### src/rtl/conv_ctrl_pkg.sv
// Shared state encoding and config normalisation for the tiled convolution controller.
package conv_ctrl_pkg;

  typedef logic [3:0] state_t;

  localparam state_t ST_IDLE    = 4'd0;
  localparam state_t ST_LOAD_W  = 4'd1;
  localparam state_t ST_LOAD_B  = 4'd2;
  localparam state_t ST_LOAD_S  = 4'd3;
  localparam state_t ST_LOAD_I  = 4'd4;
  localparam state_t ST_COMPUTE = 4'd5;
  localparam state_t ST_WAIT    = 4'd6;
  localparam state_t ST_OUTPUT  = 4'd7;
  localparam state_t ST_DONE    = 4'd8;

  // A zero count means "one pass"; anything above the hardware limit clamps to it.
  function automatic int cfg_norm(input int val, input int max_val);
    if (val == 0) return 1;
    if (val > max_val) return max_val;
    return val;
  endfunction

endpackage

### src/rtl/conv_tile_ctrl_if.sv
// Host handshake, run configuration and sub-block strobe/status bundle for conv_tile_ctrl.
interface conv_tile_ctrl_if #(
  parameter int OCW = 4,
  parameter int TW  = 6
);
  logic          start;
  logic          abort;
  logic [OCW:0]  cfg_oc_groups;
  logic [TW:0]   cfg_tiles;
  logic          cfg_use_scale;

  logic weight_load_done, bias_load_done, scale_load_done;
  logic input_ready, calc_valid, output_done;

  logic load_weight_en, read_weight_en;
  logic load_bias_en, read_bias_en;
  logic load_scale_en, read_scale_en;
  logic inputbuf_read_en, conv_en, output_en;

  logic [OCW-1:0] oc_idx;
  logic [TW-1:0]  tile_idx;
  logic           busy, done, err;

  modport master (
    input  start, abort, cfg_oc_groups, cfg_tiles, cfg_use_scale,
           weight_load_done, bias_load_done, scale_load_done,
           input_ready, calc_valid, output_done,
    output load_weight_en, read_weight_en, load_bias_en, read_bias_en,
           load_scale_en, read_scale_en, inputbuf_read_en, conv_en, output_en,
           oc_idx, tile_idx, busy, done, err
  );

  modport slave (
    output start, abort, cfg_oc_groups, cfg_tiles, cfg_use_scale,
           weight_load_done, bias_load_done, scale_load_done,
           input_ready, calc_valid, output_done,
    input  load_weight_en, read_weight_en, load_bias_en, read_bias_en,
           load_scale_en, read_scale_en, inputbuf_read_en, conv_en, output_en,
           oc_idx, tile_idx, busy, done, err
  );
endinterface

### src/rtl/conv_tile_counter.sv
// Nested tile/output-channel-group counter; tile is the inner loop, group the outer.
module conv_tile_counter #(
  parameter int OCW = 4,
  parameter int TW  = 6
) (
  input  logic           clk,
  input  logic           rst_n,
  input  logic           clr,
  input  logic           adv,
  input  logic [OCW:0]   groups,
  input  logic [TW:0]    tiles,
  output logic [OCW-1:0] oc_idx,
  output logic [TW-1:0]  tile_idx,
  output logic           last_tile,
  output logic           last_group
);
  localparam logic [OCW:0]   G_ONE   = 1;
  localparam logic [TW:0]    T_ONE   = 1;
  localparam logic [OCW-1:0] OC_INC  = 1;
  localparam logic [TW-1:0]  T_INC   = 1;

  logic [OCW-1:0] oc_q, oc_d;
  logic [TW-1:0]  tile_q, tile_d;
  logic [OCW:0]   groups_m1;
  logic [TW:0]    tiles_m1;

  assign groups_m1  = groups - G_ONE;
  assign tiles_m1   = tiles - T_ONE;
  assign last_group = ({1'b0, oc_q} == groups_m1);
  assign last_tile  = ({1'b0, tile_q} == tiles_m1);
  assign oc_idx     = oc_q;
  assign tile_idx   = tile_q;

  // Group index saturates at the last group so the counters never wrap.
  always_comb begin
    oc_d   = oc_q;
    tile_d = tile_q;
    if (clr) begin
      oc_d   = '0;
      tile_d = '0;
    end else if (adv) begin
      if (last_tile) begin
        tile_d = '0;
        if (!last_group) oc_d = oc_q + OC_INC;
      end else begin
        tile_d = tile_q + T_INC;
      end
    end
  end

  always_ff @(posedge clk or negedge rst_n) begin
    if (!rst_n) begin
      oc_q   <= '0;
      tile_q <= '0;
    end else begin
      oc_q   <= oc_d;
      tile_q <= tile_d;
    end
  end
endmodule

### src/rtl/conv_tile_ctrl.sv
// Tiled 1x1 convolution sequencer: per-group W/B/(S) loads, then per-tile I/compute/wait/output.
// Optional WAIT watchdog enabled by defining CONV_CTRL_WDT_EN.
//
// state     | meaning
// IDLE      | waiting for start, counters cleared
// LOAD_W    | weights loading for current group
// LOAD_B    | bias loading
// LOAD_S    | scale loading (only when cfg_use_scale)
// LOAD_I    | input tile fetch
// COMPUTE   | one-cycle PE array kick
// WAIT      | waiting for calc_valid
// OUTPUT    | writing tile result
// DONE      | one-cycle completion pulse
module conv_tile_ctrl
  import conv_ctrl_pkg::*;
#(
  parameter int MAX_OC_GROUPS = 16,
  parameter int MAX_TILES     = 64,
  parameter int OCW           = (MAX_OC_GROUPS > 1) ? $clog2(MAX_OC_GROUPS) : 1,
  parameter int TW            = (MAX_TILES > 1) ? $clog2(MAX_TILES) : 1,
  parameter int WDT_CYCLES    = 4096
) (
  input logic              clk,
  input logic              rst_n,
  conv_tile_ctrl_if.master bus
);
  typedef logic [OCW:0] grp_t;
  typedef logic [TW:0]  til_t;

  state_t state_q, state_d;
  grp_t   groups_q, groups_d;
  til_t   tiles_q, tiles_d;
  logic   scale_q, scale_d;
  logic   start_acc, cnt_clr, cnt_adv, last_tile, last_group, wdt_expire;

  assign start_acc = (state_q == ST_IDLE) && bus.start && !bus.abort;

  always_comb begin
    groups_d = groups_q;
    tiles_d  = tiles_q;
    scale_d  = scale_q;
    if (start_acc) begin
      groups_d = grp_t'(cfg_norm(int'(bus.cfg_oc_groups), MAX_OC_GROUPS));
      tiles_d  = til_t'(cfg_norm(int'(bus.cfg_tiles), MAX_TILES));
      scale_d  = bus.cfg_use_scale;
    end
  end

  always_ff @(posedge clk or negedge rst_n) begin
    if (!rst_n) begin
      groups_q <= '0;
      tiles_q  <= '0;
      scale_q  <= 1'b0;
    end else begin
      groups_q <= groups_d;
      tiles_q  <= tiles_d;
      scale_q  <= scale_d;
    end
  end

`ifdef CONV_CTRL_WDT_EN
  localparam int WDTW = $clog2(WDT_CYCLES + 1);
  logic [WDTW-1:0] wdt_q, wdt_d;
  logic            err_q;

  assign wdt_expire = (state_q == ST_WAIT) && !bus.calc_valid &&
                      (wdt_q == WDTW'(WDT_CYCLES - 1));
  assign wdt_d      = (state_q == ST_WAIT) ? wdt_q + WDTW'(1) : '0;

  always_ff @(posedge clk or negedge rst_n) begin
    if (!rst_n) begin
      wdt_q <= '0;
      err_q <= 1'b0;
    end else begin
      wdt_q <= wdt_d;
      err_q <= wdt_expire && !bus.abort;
    end
  end
  assign bus.err = err_q;
`else
  assign wdt_expire = 1'b0;
  assign bus.err    = 1'b0;
`endif

  // Last tile of the last group is left in place; DONE clears it on the way out.
  assign cnt_adv = (state_q == ST_OUTPUT) && bus.output_done && !(last_tile && last_group);
  assign cnt_clr = bus.abort || wdt_expire || (state_q == ST_DONE);

  conv_tile_counter #(.OCW(OCW), .TW(TW)) u_cnt (
    .clk        (clk),
    .rst_n      (rst_n),
    .clr        (cnt_clr),
    .adv        (cnt_adv),
    .groups     (groups_q),
    .tiles      (tiles_q),
    .oc_idx     (bus.oc_idx),
    .tile_idx   (bus.tile_idx),
    .last_tile  (last_tile),
    .last_group (last_group)
  );

  always_ff @(posedge clk or negedge rst_n) begin
    if (!rst_n) state_q <= ST_IDLE;
    else        state_q <= state_d;
  end

  always_comb begin
    state_d = state_q;
    case (state_q)
      ST_IDLE:    if (bus.start) state_d = ST_LOAD_W;
      ST_LOAD_W:  if (bus.weight_load_done) state_d = ST_LOAD_B;
      ST_LOAD_B:  if (bus.bias_load_done) state_d = scale_q ? ST_LOAD_S : ST_LOAD_I;
      ST_LOAD_S:  if (bus.scale_load_done) state_d = ST_LOAD_I;
      ST_LOAD_I:  if (bus.input_ready) state_d = ST_COMPUTE;
      ST_COMPUTE: state_d = ST_WAIT;
      ST_WAIT: begin
        if (bus.calc_valid)  state_d = ST_OUTPUT;
        else if (wdt_expire) state_d = ST_IDLE;
      end
      ST_OUTPUT: begin
        if (bus.output_done) begin
          if (!last_tile)       state_d = ST_LOAD_I;
          else if (!last_group) state_d = ST_LOAD_W;
          else                  state_d = ST_DONE;
        end
      end
      ST_DONE: state_d = ST_IDLE;
      default: state_d = ST_IDLE;
    endcase
    if (bus.abort) state_d = ST_IDLE;
  end

  always_comb begin
    bus.load_weight_en   = (state_q == ST_LOAD_W);
    bus.load_bias_en     = (state_q == ST_LOAD_B);
    bus.load_scale_en    = (state_q == ST_LOAD_S);
    bus.inputbuf_read_en = (state_q == ST_LOAD_I);
    bus.conv_en          = (state_q == ST_COMPUTE);
    bus.output_en        = (state_q == ST_OUTPUT);
    bus.done             = (state_q == ST_DONE);
    bus.busy             = (state_q != ST_IDLE);
    bus.read_weight_en   = bus.load_weight_en && bus.weight_load_done;
    bus.read_bias_en     = bus.load_bias_en && bus.bias_load_done;
    bus.read_scale_en    = bus.load_scale_en && bus.scale_load_done;
  end
endmodule

### src/flat_wrapper.sv
// flat-port wrapper written by rule: the top's interface ports become plain ports
module conv_tile_ctrl_flat import conv_ctrl_pkg::*;
#(
  parameter int MAX_OC_GROUPS = 16,
  parameter int MAX_TILES     = 64,
  parameter int OCW           = (MAX_OC_GROUPS > 1) ? $clog2(MAX_OC_GROUPS) : 1,
  parameter int TW            = (MAX_TILES > 1) ? $clog2(MAX_TILES) : 1,
  parameter int WDT_CYCLES    = 4096
)
  (clk, rst_n, bus_start, bus_abort, bus_cfg_oc_groups, bus_cfg_tiles, bus_cfg_use_scale, bus_weight_load_done, bus_bias_load_done, bus_scale_load_done, bus_input_ready, bus_calc_valid, bus_output_done, bus_load_weight_en, bus_read_weight_en, bus_load_bias_en, bus_read_bias_en, bus_load_scale_en, bus_read_scale_en, bus_inputbuf_read_en, bus_conv_en, bus_output_en, bus_oc_idx, bus_tile_idx, bus_busy, bus_done, bus_err);
  conv_tile_ctrl_if #(.OCW(OCW), .TW(TW)) bus_i ();
  input logic clk;
  input logic rst_n;
  input wire logic [$bits(bus_i.start)-1:0] bus_start;
  input wire logic [$bits(bus_i.abort)-1:0] bus_abort;
  input wire logic [$bits(bus_i.cfg_oc_groups)-1:0] bus_cfg_oc_groups;
  input wire logic [$bits(bus_i.cfg_tiles)-1:0] bus_cfg_tiles;
  input wire logic [$bits(bus_i.cfg_use_scale)-1:0] bus_cfg_use_scale;
  input wire logic [$bits(bus_i.weight_load_done)-1:0] bus_weight_load_done;
  input wire logic [$bits(bus_i.bias_load_done)-1:0] bus_bias_load_done;
  input wire logic [$bits(bus_i.scale_load_done)-1:0] bus_scale_load_done;
  input wire logic [$bits(bus_i.input_ready)-1:0] bus_input_ready;
  input wire logic [$bits(bus_i.calc_valid)-1:0] bus_calc_valid;
  input wire logic [$bits(bus_i.output_done)-1:0] bus_output_done;
  output wire logic [$bits(bus_i.load_weight_en)-1:0] bus_load_weight_en;
  output wire logic [$bits(bus_i.read_weight_en)-1:0] bus_read_weight_en;
  output wire logic [$bits(bus_i.load_bias_en)-1:0] bus_load_bias_en;
  output wire logic [$bits(bus_i.read_bias_en)-1:0] bus_read_bias_en;
  output wire logic [$bits(bus_i.load_scale_en)-1:0] bus_load_scale_en;
  output wire logic [$bits(bus_i.read_scale_en)-1:0] bus_read_scale_en;
  output wire logic [$bits(bus_i.inputbuf_read_en)-1:0] bus_inputbuf_read_en;
  output wire logic [$bits(bus_i.conv_en)-1:0] bus_conv_en;
  output wire logic [$bits(bus_i.output_en)-1:0] bus_output_en;
  output wire logic [$bits(bus_i.oc_idx)-1:0] bus_oc_idx;
  output wire logic [$bits(bus_i.tile_idx)-1:0] bus_tile_idx;
  output wire logic [$bits(bus_i.busy)-1:0] bus_busy;
  output wire logic [$bits(bus_i.done)-1:0] bus_done;
  output wire logic [$bits(bus_i.err)-1:0] bus_err;
  assign bus_i.start = bus_start;
  assign bus_i.abort = bus_abort;
  assign bus_i.cfg_oc_groups = bus_cfg_oc_groups;
  assign bus_i.cfg_tiles = bus_cfg_tiles;
  assign bus_i.cfg_use_scale = bus_cfg_use_scale;
  assign bus_i.weight_load_done = bus_weight_load_done;
  assign bus_i.bias_load_done = bus_bias_load_done;
  assign bus_i.scale_load_done = bus_scale_load_done;
  assign bus_i.input_ready = bus_input_ready;
  assign bus_i.calc_valid = bus_calc_valid;
  assign bus_i.output_done = bus_output_done;
  assign bus_load_weight_en = bus_i.load_weight_en;
  assign bus_read_weight_en = bus_i.read_weight_en;
  assign bus_load_bias_en = bus_i.load_bias_en;
  assign bus_read_bias_en = bus_i.read_bias_en;
  assign bus_load_scale_en = bus_i.load_scale_en;
  assign bus_read_scale_en = bus_i.read_scale_en;
  assign bus_inputbuf_read_en = bus_i.inputbuf_read_en;
  assign bus_conv_en = bus_i.conv_en;
  assign bus_output_en = bus_i.output_en;
  assign bus_oc_idx = bus_i.oc_idx;
  assign bus_tile_idx = bus_i.tile_idx;
  assign bus_busy = bus_i.busy;
  assign bus_done = bus_i.done;
  assign bus_err = bus_i.err;
  conv_tile_ctrl #(.MAX_OC_GROUPS(MAX_OC_GROUPS), .MAX_TILES(MAX_TILES), .OCW(OCW), .TW(TW), .WDT_CYCLES(WDT_CYCLES)) u_core (.clk(clk), .rst_n(rst_n), .bus(bus_i));
endmodule
### config.mk
export PLATFORM = sky130hd
export DESIGN_NAME = conv_tile_ctrl_flat
export DESIGN_NICKNAME = d
export VERILOG_FILES = /design/src/rtl/conv_ctrl_pkg.sv /design/src/rtl/conv_tile_ctrl_if.sv /design/src/rtl/conv_tile_counter.sv /design/src/rtl/conv_tile_ctrl.sv /design/src/flat_wrapper.sv
export SDC_FILE = /design/constraint.sdc
export NUM_CORES = 1
export LEC_CHECK = 0
export CORE_AREA = 2 2 62 64
export DETAILED_ROUTE_END_ITERATION = 6
export DIE_AREA = 0 0 64 66
export PLACE_DENSITY = 0.86
export SYNTH_ARGS = -nofsm -noshare
export SYNTH_HDL_FRONTEND = slang
export SYNTH_SLANG_ARGS = --single-unit
### constraint.sdc
create_clock -name clk -period 4.8 [get_ports clk]
set_clock_uncertainty 0.2 [all_clocks]
set_input_delay 0.72 -clock clk [delete_from_list [all_inputs] [get_ports clk]]
set_output_delay 0.72 -clock clk [all_outputs]
set_load 0.02 [all_outputs]
---- Word level (Yosys, flattened, before mapping) ----
Cells that the tools add are included.
W data, S select, Z words.
cells by class
  add/sub/neg operators ................... 4
  reduce and logical (&&, ||, !) cells .... 19
  shift operators ......................... 0
  bitwise operators ....................... 0
  divide/modulo/power cells ............... 0
  equality and inequality tests ........... 18
  magnitude comparators ................... 2
  multiplexer cells ....................... 37
  multiply operators ...................... 0
operators by type and width
  operator               count
  $mux W4                14
  $pmux W4 S8            1
  $mux W7                3
  $ne A3 B3 Y1 const B   7
  $mux W6                3
  $eq A4 B3 Y1 const B   4
  $mux W5                3
  $mux W1                12
  $eq A4 B2 Y1 const B   2
  $logic_and A1 B1 Y1    8
  $eq A6 B7 Y1           1
  $gt A7 B7 Y1 const B   1
  $logic_not A7 Y1       1
  $reduce_and A7 Y1      1
  $sub A7 B1 Y7 const B  1
  $add A6 B1 Y6 const B  1
  $eq A4 B5 Y1           1
  $gt A5 B5 Y1 const B   1
  $logic_not A5 Y1       1
  $sub A5 B1 Y5 const B  1
  $add A4 B1 Y4 const B  1
  $eq A4 B1 Y1 const B   1
  $eq A4 B4 Y1 const B   1
  $logic_not A4 Y1       1
  7 further kinds        9
storage, ports and cells
  memories ................................ 0
  memory bits (read-only) ................. 0
  bits of input ports ..................... 23
  logic and storage cells ................. 86
  output and inout port bits .............. 22
  bits in latches ......................... 0
  flip-flop bits (word level) ............. 27
  RAM bits ................................ 0

---- Logic depth before layout (Yosys ltp) ----
  word-level depth ........................ 8
  gate-level depth with buffers ........... 10
  gate-level depth less buffers ........... 8

---- Hierarchy ----
From an unflattened synthesis, not the netlist that was laid out.
second synthesis, totals
  cell total of the unflattened synthesis .. 232
  area total of the unflattened synthesis .. 2031.9 um^2
modules (own cells, without submodules)
  module             sequential area each (um^2)  cells each  instances  area each (um^2)
  conv_tile_ctrl     425.4                        116         1          1024.7
  conv_tile_counter  250.2                        116         1          1007.2

---- Worst setup path before layout ----
No wires, ideal clock.
  path kind ............................... register -> register
  from .................................... register u_core.tiles_q[0]
  to ...................................... register u_core.u_cnt.oc_q[3] (netlist: u_core.u_cnt.oc_idx[3])
  buffers on the path ..................... 1
  period minus slack after synthesis ...... 2793 ps
  cell stages (with the launch flop) ...... 10
  required time ........................... 4522 ps
  arrival time ............................ 2515 ps
  library setup time ...................... 78 ps
  setup slack ............................. 2007 ps
  cells stage by stage .................... dfrtp_1 clkbuf_1 inv_1 ha_1 nand2b_1 or4b_1 a31o_1 a211o_1 or4_1 a21oi_1
between the ends
  word-level cells in the longest chain between the ends .. 7
  elaborated cells between the ends (all ways) .. 8
  those cells by class .................... add/sub (1); eq/ne (1); reduce/logical (6)
ends and longest elaborated chain
  item                           RTL line                 RTL
  from (decl)                    conv_tile_ctrl.sv:32     til_t tiles_q, tiles_d;
  from (signal assigned)         conv_tile_ctrl.sv:56     tiles_q <= tiles_d;
  $sub A7 B1 Y7 *                conv_tile_counter.sv:28  assign tiles_m1 = tiles - T_ONE;
  $eq A6 B7 Y1 *                 conv_tile_counter.sv:30  assign last_tile = ({1'b0, tile_q} == tiles_m1);
  $logic_and A1 B1 Y1            conv_tile_ctrl.sv:86     assign cnt_adv = (state_q == ST_OUTPUT) && bus.output_done && !(last_tile && last_group);
  $logic_not A1 Y1               conv_tile_ctrl.sv:86
  $logic_and A1 B1 Y1            conv_tile_ctrl.sv:86
  $reduce_bool A2 Y1 (no line)   -
  $reduce_and A3 Y1 (no line) *  -
  to (signal assigned)           conv_tile_counter.sv:53  oc_q <= '0;
  to (signal assigned)           conv_tile_counter.sv:56  oc_q <= oc_d;
  to (decl)                      conv_tile_counter.sv:22  logic [OCW-1:0] oc_q, oc_d;
Every way passes the cells marked *; elsewhere a longest branch is shown, timed or not.
A chain may end at the register's enable or synchronous reset.

---- Worst setup path after layout ----
  from .................................... register u_core.state_q[1]
  to ...................................... output port bus_read_bias_en
between the ends
  word-level cells in the longest chain between the ends .. 2
ends and longest elaborated chain
  item                    RTL line               RTL
  from (decl)             conv_tile_ctrl.sv:30   state_t state_q, state_d;
  from (signal assigned)  conv_tile_ctrl.sv:104  else state_q <= state_d;
  $eq A4 B2 Y1            conv_tile_ctrl.sv:135  bus.load_bias_en = (state_q == ST_LOAD_B);
  $logic_and A1 B1 Y1     conv_tile_ctrl.sv:143  bus.read_bias_en = bus.load_bias_en && bus.bias_load_done;
  to (decl)               flat_wrapper.sv:28     output wire logic [$bits(bus_i.read_bias_en)-1:0] bus_read_bias_en;
Every way passes these cells.

==> impl_metrics.csv <==
group,metric,value,unit
global_route,grt_max_degree,28,
route,via_per_inst,5.64,
clock_network,count_of_hold_buffers_inserted_by_post_cts_repair,0,
synthesis,synth-warning-count,0,
synthesis,syn_nets,241,
setup_path,timing.critical_path.fanout_max,14,
clock_network,skew_pair_late_insertion_delay,0.33,ns
final_layout,final_layout_size_suffix_gt1_frac,0.0476,
clock_network,h-tree-depth,1,
floorplanning,initial_core_util,0.511,
setup_path,cp.required,3.88,ns
global_route,fraction_of_met2_tracks_used_by_global_routing,0.337,
setup_path,timing.reg2reg.setup_slack,1.76,ns
synthesis,number_of_synthesized_register_bits,27,
route,wirelength,3.96,mm
placed_design,port-buffer-count,43,
placed_design,routabilityCongestion,0.820,
setup_path,cp.arrival,2.18,ns
setup_path,worst_setup_path_start_kind,"flop",
clock_network,root_buffer,"sky130_fd_sc_hd__clkbuf_4",
synthesis,post_synthesis_async_set_or_reset_flop_share,1.00,
route,drt_first_pass_iters,4,
final_layout,layout.cells.most_common_list,"43 x sky130_fd_sc_hd__clkdlybuf4s50_1, 27 x sky130_fd_sc_hd__dfrtp_1, 21 x sky130_fd_sc_hd__o21ai_0, 19 x sky130_fd_sc_hd__nand2_1, 15 x sky130_fd_sc_hd__a21oi_1",
clock_network,cts.reportedPaths.clkPinSlew,0.15,ns
final_layout,final_common_cell,"sky130_fd_sc_hd__clkdlybuf4s50_1",
hold_path,worst_hold_stages,2,
run_status,run_status,"finished clean",
floorplanning,floorplan.rows,22,
global_route,grt_use_met1,0.269,
sta,finalCritPeriodShare,0.645,
synthesis,synthCells,214,
clock_network,postCtsResizedCells,0,
clock_network,cts_inserted_buffers,3,
clock_network,clockBufferDepth,2,
floorplanning,core-area,3550,um2
route,drc_errors,0,
final_layout,final_util,0.647,
synthesis,ys_seq_area_frac,0.372,
setup_path,worstRegToRegCells,8,
global_route,global_route.usage.total,0.201,
sta,worst_pin_slew,0.827,ns
setup_path,cp_cell_sequence,"nor4b_1 > and2_1 > clkdlybuf4s50_1",
sta,timing.final.hold_violations,0,
sta,grt_setup_unrepaired,"no",
global_route,antenna_found_initial,0,
global_route,grt.busiest_layer,"met2",
floorplanning,die_width,64,um
final_layout,antenna_cells_inserted,0,
pwr,cellLeakagePower,0.920,nW
clock_network,cts_setup_buffers,0,
floorplanning,area_of_the_die,4220,um2
setup_path,critical_path.endpoint_type,"primary output",
route,wl_per_cell,13.2,um
sta,finalSetupTns,0,ns
sta,setup-violations-final,0,
setup_path,worst_path_largest_cell_delay,0.64,ns
setup_path,slowest_stage,"sky130_fd_sc_hd__dfrtp_1",
pwr,powerDensity,412,nW/um2
global_route,wire_length_of_the_first_global_routing_pass,6.80,mm
final_layout,finalInstanceArea,2300,um2
placed_design,placement.cell_area,2270,um2
final_layout,flow.area_growth_from_synthesis,26.7,%
route,first_iter_violations,72,
route,postRouteAntennaNets,0,
clock_network,clock_sink_count,27,
synthesis,ys_dominant_reg_cell,"sky130_fd_sc_hd__dfrtp_1",
hold_path,min_path_type,"flop to flop",
placed_design,place_hpwl,2.95,mm
sta,max_freq,0.323,GHz
setup_path,critical_path_type,"flop to primary output",
sta,relSlewSlack,0.446,
floorplanning,top_level_ports,45,
final_layout,nNetsFinal,280,
synthesis,synth.cell_area,1810,um2
global_route,gr-usage-met3,0.0204,
floorplanning,chipHeight,66,um
synthesis,synth-edff-count,0,
global_route,total_global_routing_overflow,0,
route,routed-via-count,1692,
sta,layout_min_cycle_time,3.10,ns
clock_network,tritoncts,"done",
pwr,peakVddDrop,0.237,mV
run,maxCapViolations,0,
sta,slew_viol_final,0,
synthesis,synth.avg_cell_area,8.48,um2
synthesis,ys_types,43,
global_route,grt_pass1_vias,1539,
## metrics by stage
step,cells,hold WS (ns),setup slack (ns),power (mW)
after floorplan,214,0.224,2.01,0.725
after global placement,296,0.292,1.88,0.840
after detailed placement,296,0.305,1.78,0.853
after CTS,300,0.339,1.72,0.951
after global routing,300,0.373,1.58,1.02
final,300,0.333,1.70,0.948
## final timing paths
path / startpoint / end
setup / recovery: u_core.state_q[1]$_DFFE_PN0P_ / bus_read_bias_en
hold / removal: u_core.groups_q[1]$_DFFE_PN0P_ / u_core.groups_q[1]$_DFFE_PN0P_
setup reg to reg: u_core.tiles_q[0]$_DFFE_PN0P_ / u_core.u_cnt.oc_idx[3]$_DFFE_PN0P_
hold reg to reg: u_core.groups_q[1]$_DFFE_PN0P_ / u_core.groups_q[1]$_DFFE_PN0P_
max in group asynchronous: rst_n / u_core.u_cnt.oc_idx[3]$_DFFE_PN0P_
min in group asynchronous: rst_n / u_core.tiles_q[0]$_DFFE_PN0P_
## worst max-delay path: cells and delay by family (launching register included)
kind	cells	cell delay [ns]
flops	1	0.64
simple gates	2	0.61
buf+inv	1	0.59
## cell type report
type	instances	area [um2]
clock inverters	1	5.00
flip-flops and latches	27	676
multi-input cells	169	1070
inverters	8	30.0
repair buffers	44	438
well taps	48	60.1
clock buffers	3	22.5
fillers	298	1250
## state kept, by name (all words and copies together) (netlist names)
register / flops
u_core.state_q: 4
u_core.scale_q: 1
u_core.u_cnt.oc_idx: 4
u_core.groups_q: 5
u_core.tiles_q: 7
u_core.u_cnt.tile_idx: 6
## layer usage
metal,up-vias,wire length [um]
met5,-,0
met4,0,69
met3,8,185
met2,56,1830
met1,777,1870
li1,851,-
## synth_stat cells (all sizes together) (3+ instances only)
| cell | n | area share |
|---|---|---|
| xor2 | 8 | 0.039 |
| a21oi | 15 | 0.041 |
| mux2i | 4 | 0.022 |
| o21ai | 21 | 0.058 |
| nor2 | 10 | 0.021 |
| mux2 | 3 | 0.019 |
| nor3 | 13 | 0.036 |
| inv | 8 | 0.017 |
| and2 | 6 | 0.021 |
| o31ai | 3 | 0.012 |
| dfrtp | 27 | 0.37 |
| ha | 4 | 0.028 |
| nand2b | 12 | 0.041 |
| nand2 | 19 | 0.039 |
| clkbuf | 9 | 0.019 |
| and3 | 4 | 0.014 |
| nor4 | 5 | 0.017 |
| nand3 | 7 | 0.019 |
| xnor2 | 5 | 0.024 |
## cells by family (layout without fill, tap and decap cells)
group | count (synthesis) | count (layout) | synth area share
and+or+nand+nor | 89 | 89 | 0.263
buffers and inverters | 18 | 56 | 0.0393
adders and majority gates | 4 | 4 | 0.0276
other | 1 | 1 | 0.00207
DFF | 27 | 27 | 0.372
AOI/OAI and AO/OA | 55 | 55 | 0.192
muxes | 7 | 7 | 0.0407
xor gates and xnor gates | 13 | 13 | 0.0628
## power breakdown
part           switching, mW  internal, mW
logic                  0.229         0.233
clock network         0.0693        0.0313
registers             0.0967         0.288
Note: power is estimated with default switching activity, not from simulation.
==> variant 1 (same flow settings) <==
`MAX_OC_GROUPS` is set to 16 in 2 places; all go to 8.
--- a/src/rtl/conv_tile_ctrl.sv
+++ b/src/rtl/conv_tile_ctrl.sv
@@ -14,7 +14,7 @@
 module conv_tile_ctrl
   import conv_ctrl_pkg::*;
 #(
-  parameter int MAX_OC_GROUPS = 16,
+  parameter int MAX_OC_GROUPS = 8,
   parameter int MAX_TILES     = 64,
   parameter int OCW           = (MAX_OC_GROUPS > 1) ? $clog2(MAX_OC_GROUPS) : 1,
   parameter int TW            = (MAX_TILES > 1) ? $clog2(MAX_TILES) : 1,
--- a/src/flat_wrapper.sv
+++ b/src/flat_wrapper.sv
@@ -1,7 +1,7 @@
 // flat-port wrapper written by rule: the top's interface ports become plain ports
 module conv_tile_ctrl_flat import conv_ctrl_pkg::*;
 #(
-  parameter int MAX_OC_GROUPS = 16,
+  parameter int MAX_OC_GROUPS = 8,
   parameter int MAX_TILES     = 64,
   parameter int OCW           = (MAX_OC_GROUPS > 1) ? $clog2(MAX_OC_GROUPS) : 1,
   parameter int TW            = (MAX_TILES > 1) ? $clog2(MAX_TILES) : 1,
Ports: changed (resized bus_cfg_oc_groups and bus_oc_idx); port bits go from 45 to 43. The function was not compared with the original's and may differ.
==> variant 1 against the original RTL <==
Worst setup slack gained 0.045 ns; wire length grew 2.2%; maximum frequency grew 1.5%; synthesized area shrank 3.0%; sequential cell count shrank 2; power shrank 3.2%; clock power shrank 5%; core utilization shrank 2.5 points; final cell count shrank 1.0%; register-to-register slack gained 0.07 ns; count of clock-buffer cells in the layout is the same; final area shrank 3.9%.
==> variant 1: results (changes against the original RTL) <==
top achievable clock speed: 328 MHz (was 323 MHz)
status: finished, final reports clean (unchanged)
Final nets: 276 (was 280)
power share of the sequential group: 0.393 (was 0.406)
worst setup path start: u_core.state_q[0] (was u_core.state_q[1])
Met3 Wirelength: 193 µm (was 185 µm)
wire length on met2: 2.05 mm (was 1.83 mm)
ranking of synthesized cells by area: dfrtp_1 (36%), nand2_1 (5.5%), nor2_1 (4.3%) (was dfrtp_1 (37%), o21ai_0 (5.8%), a21oi_1 (4.1%))
fraction of layout instances using a drive strength above 1: 0.0522 (was 0.0476)
reg-to-reg endpoint: u_core.u_cnt.oc_idx[0] (was u_core.u_cnt.oc_idx[3])
slowest cell on the critical path: clkdlybuf4s50_1 (was dfrtp_1)
pre-CTS setup slack: 1.88 ns (was 1.78 ns)
area post-placement: 2180 µm² (was 2270 µm²)
largest net degree at the start of global routing: 26 (was 28)
max incr delay on CP: 0.70 ns (was 0.64 ns)
Pleak: 0.910 nW (was 0.920 nW)
gr usage total: 0.200 (was 0.201)
first-pass GRT wire length: 6.83 mm (was 6.80 mm)
hold path endpoint: u_core.groups_q[2] (was u_core.groups_q[1])
Hold WS: 0.342 ns (was 0.333 ns)
Logic pwr share: 0.502 (was 0.488)
hold path start: u_core.groups_q[2] (was u_core.groups_q[1])
sequential share of the synthesized area: 0.356 (was 0.372)
Iteration-0 DRC Markers: 50 (was 72)
Critical Path AT: 2.13 ns (was 2.18 ns)
synthesized netlist cell count: 213 (was 214)
met3 Track Usage GR: 0.0324 (was 0.0204)
Commonest cells post-synth: nand2_1 (26), dfrtp_1 (25), nor2_1 (20) (was dfrtp_1 (27), o21ai_0 (21), nand2_1 (19))
Placer Congestion: 0.894 (was 0.820)
Slew HR: 0.479 (was 0.446)
via count: 1,660 (was 1,692)
Multi-input gate area: 1040 µm² (was 1070 µm²)
crit-path max FO: 15 (was 14)
switching pwr: 0.399 mW (was 0.395 mW)
I/O Buffers: 41 (was 43)
FF-to-FF setup slack: 1.83 ns (was 1.76 ns)
M2 GR Usage: 0.370 (was 0.337)
Synthesized Nets: 239 (was 241)
wl on met1: 1.77 mm (was 1.87 mm)
fill count: 304 (was 298)
[variant 1: cell types whose count changed after synthesis, moves of 3 or more]
cell / delta
nor2_1: +10
and2_1: -3
nand2b_1: -4
a21oi_1: -7
o21ai_0: -7
nand2_1: +7
nor3_1: -4
clkbuf_1: -4
o21ai_1: +6
[variant 1: cells by family (layout without fill, tap and decap cells)]
logic type / Yosys count / in the layout / share of synthesized area
and+or+nand+nor: 98 / 98 / 0.287
other: 1 / 1 / 0.00213
muxes: 5 / 5 / 0.0306
AOI/OAI and AO/OA: 50 / 50 / 0.190
adders and majority gates: 4 / 4 / 0.0285
xor gates and xnor gates: 11 / 11 / 0.0548
DFF: 25 / 25 / 0.356
buffers and inverters: 19 / 55 / 0.0512
[variant 1: layout make-up]
type | instances | area share
clock buffers | 3 | 0.0102
clock inverters | 1 | 0.00227
inverters | 9 | 0.0153
multi-input cells | 169 | 0.473
flip-flops and latches | 25 | 0.283
well taps | 48 | 0.0272
repair buffers | 42 | 0.189
==> variant 2 (same settings) <==
Without the edit above. Take the reset off `oc_q` and load it in a clocked block of its own.
--- a/src/rtl/conv_tile_counter.sv
+++ b/src/rtl/conv_tile_counter.sv
@@ -50,12 +50,14 @@
 
   always_ff @(posedge clk or negedge rst_n) begin
     if (!rst_n) begin
-      oc_q   <= '0;
       tile_q <= '0;
     end else begin
-      oc_q   <= oc_d;
       tile_q <= tile_d;
     end
   end
+
+  always_ff @(posedge clk) begin
+    oc_q <= oc_d;
+  end
 endmodule
 
Function: differs if rst_n is asserted again (counterexample within 10 cycles, from zero or initial values and one cycle with rst_n low); with rst_n held inactive, the same outputs for 10 cycles.
==> variant 2 against the original RTL <==
Final area decreased by 1.2%; synthesized area decreased by 0.97%; sequential cell count unchanged; worst hold slack improved by 0.0045 ns; power increased by 0.75%; wire length decreased by 2.7%; combinational power increased by 3%; worst setup slack got worse by 0.071 ns.
==> variant 2: results (changes against the original RTL) <==
status: finished, final reports clean (unchanged)
Commonest cells post-synth: dfrtp_1 (23), nor2_1 (20), nand2_1 (19) (was dfrtp_1 (27), o21ai_0 (21), nand2_1 (19))
via count: 1,698 (was 1,692)
hold crit path type: flop to flop (unchanged)
wire length on met2: 1.89 mm (was 1.83 mm)
Via density: 5.64 (about the same)
Placer Congestion: 0.926 (was 0.820)
fraction of layout instances using a drive strength above 1: 0.0474 (was 0.0476)
asr flop ratio synth: 0.852 (was 1.00)
largest net degree at the start of global routing: 24 (was 28)
routed length per placed instance: 12.8 µm (was 13.2 µm)
fill count: 313 (was 298)
Clock Tree Root: clkbuf_4 (unchanged)
worst r2r src: u_core.groups_q[0] (was u_core.tiles_q[0])
Synthesized Nets: 244 (was 241)
gr usage total: 0.197 (was 0.201)
worst setup path start: u_core.state_q[0] (was u_core.state_q[1])
ranking of synthesized cells by area: dfrtp_1 (32%), dfxtp_1 (4.5%), nor3_1 (4.5%) (was dfrtp_1 (37%), o21ai_0 (5.8%), a21oi_1 (4.1%))
wl on met1: 1.75 mm (was 1.87 mm)
first-pass GRT wire length: 6.69 mm (was 6.80 mm)
Met3 Wirelength: 176 µm (was 185 µm)
Iteration-0 DRC Markers: 174 (was 72)
placed cells: 297 (was 296)
slowest cell on the critical path: clkdlybuf4s50_1 (was dfrtp_1)
distinct cell type count after synthesis: 41 (was 43)
DPL Wire Length: 2.96 mm (was 2.95 mm)
sequential share of the synthesized area: 0.365 (was 0.372)
crit-path max FO: 20 (was 14)
vias in the first global route: 1,478 (was 1,539)
FF-to-FF setup slack: 2.11 ns (was 1.76 ns)
Critical Path AT: 2.25 ns (was 2.18 ns)
Pleak: 0.881 nW (was 0.920 nW)
crit path to: bus_done (was bus_read_bias_en)
Worst Tran Pin Value: 1.03 ns (was 0.827 ns)
maximum vdd drop: 0.225 mV (was 0.237 mV)
reg-to-reg endpoint: u_core.u_cnt.tile_idx[2] (was u_core.u_cnt.oc_idx[3])
synthesized netlist cell count: 217 (was 214)
Final nets: 281 (was 280)
-- variant 2: cell count changes after synthesis, moves of 3 or more --
cell     before  now
nor2_1       10   20
mux2i_1       4    1
o31ai_1       3    6
o21ai_0      21   13
dfrtp_1      27   23
dfxtp_1       0    4
nor3_1       13   16
-- variant 2: where the power goes --
group,internal (mW),switching [mW]
registers,0.285,0.0943
logic,0.233,0.241
clock network,0.0319,0.0691
total,0.551,0.404
-- variant 2: routing by layer --
metal	up-vias	track usage
met5	-	0
met4	0	0.0435
met3	4	0.0187
met2	49	0.339
met1	792	0.271
li1	853	-
-- variant 2: worst max-delay path: cells and delay by family (launching register included) --
family        cells  cell delay (ns)
buf+inv           1             0.71
flops             1             0.61
simple gates      1             0.60
-- variant 2: cells by family after synthesis --
| kind of cell | synth area share |
|---|---|
| and+or+nand+nor | 0.311 |
| AOI/OAI and AO/OA | 0.163 |
| DFF | 0.365 |
| buffers and inverters | 0.0383 |
| xor gates and xnor gates | 0.0682 |
| adders and majority gates | 0.0279 |
| muxes | 0.0244 |
| other | 0.00209 |
-- variant 2: final cells by class --
| type | count | share of cell area |
|---|---|---|
| clock buffer | 3 | 0.00992 |
| clock inverter | 1 | 0.00331 |
| inverter | 6 | 0.00992 |
| multi-input combinational | 173 | 0.472 |
| sequential | 27 | 0.289 |
| tap | 48 | 0.0264 |
| timing repair buffer | 43 | 0.190 |
-- variant 2: how the worst min path moves through the flow --
| stage | from | end | slack, ns | cells past startpoint |
|---|---|---|---|---|
| floorplan | rst_n | u_core.groups_q[0] | 0.22 | 0 |
| global placement | u_core.groups_q[1] | u_core.groups_q[1] | 0.30 | 2 |
| detailed placement | u_core.groups_q[1] | u_core.groups_q[1] | 0.32 | 2 |
| CTS | u_core.u_cnt.oc_idx[3] | u_core.u_cnt.oc_idx[3] | 0.34 | 2 |
| global route | u_core.u_cnt.oc_idx[3] | u_core.u_cnt.oc_idx[3] | 0.37 | 2 |
| finish | u_core.u_cnt.oc_idx[3] | u_core.u_cnt.oc_idx[3] | 0.34 | 2 |
-- variant 2: through the flow --
stage	hold WS [ns]	cell area [µm²]	worst slack (ns)	util
final	0.338	2270	1.63	0.640
after global routing	0.372	2270	1.49	0.640
after CTS	0.344	2270	1.63	0.640
after detailed placement	0.315	2240	1.91	0.631
after global placement	0.299	2240	1.95	0.631
after floorplan	0.224	1800	1.94	-
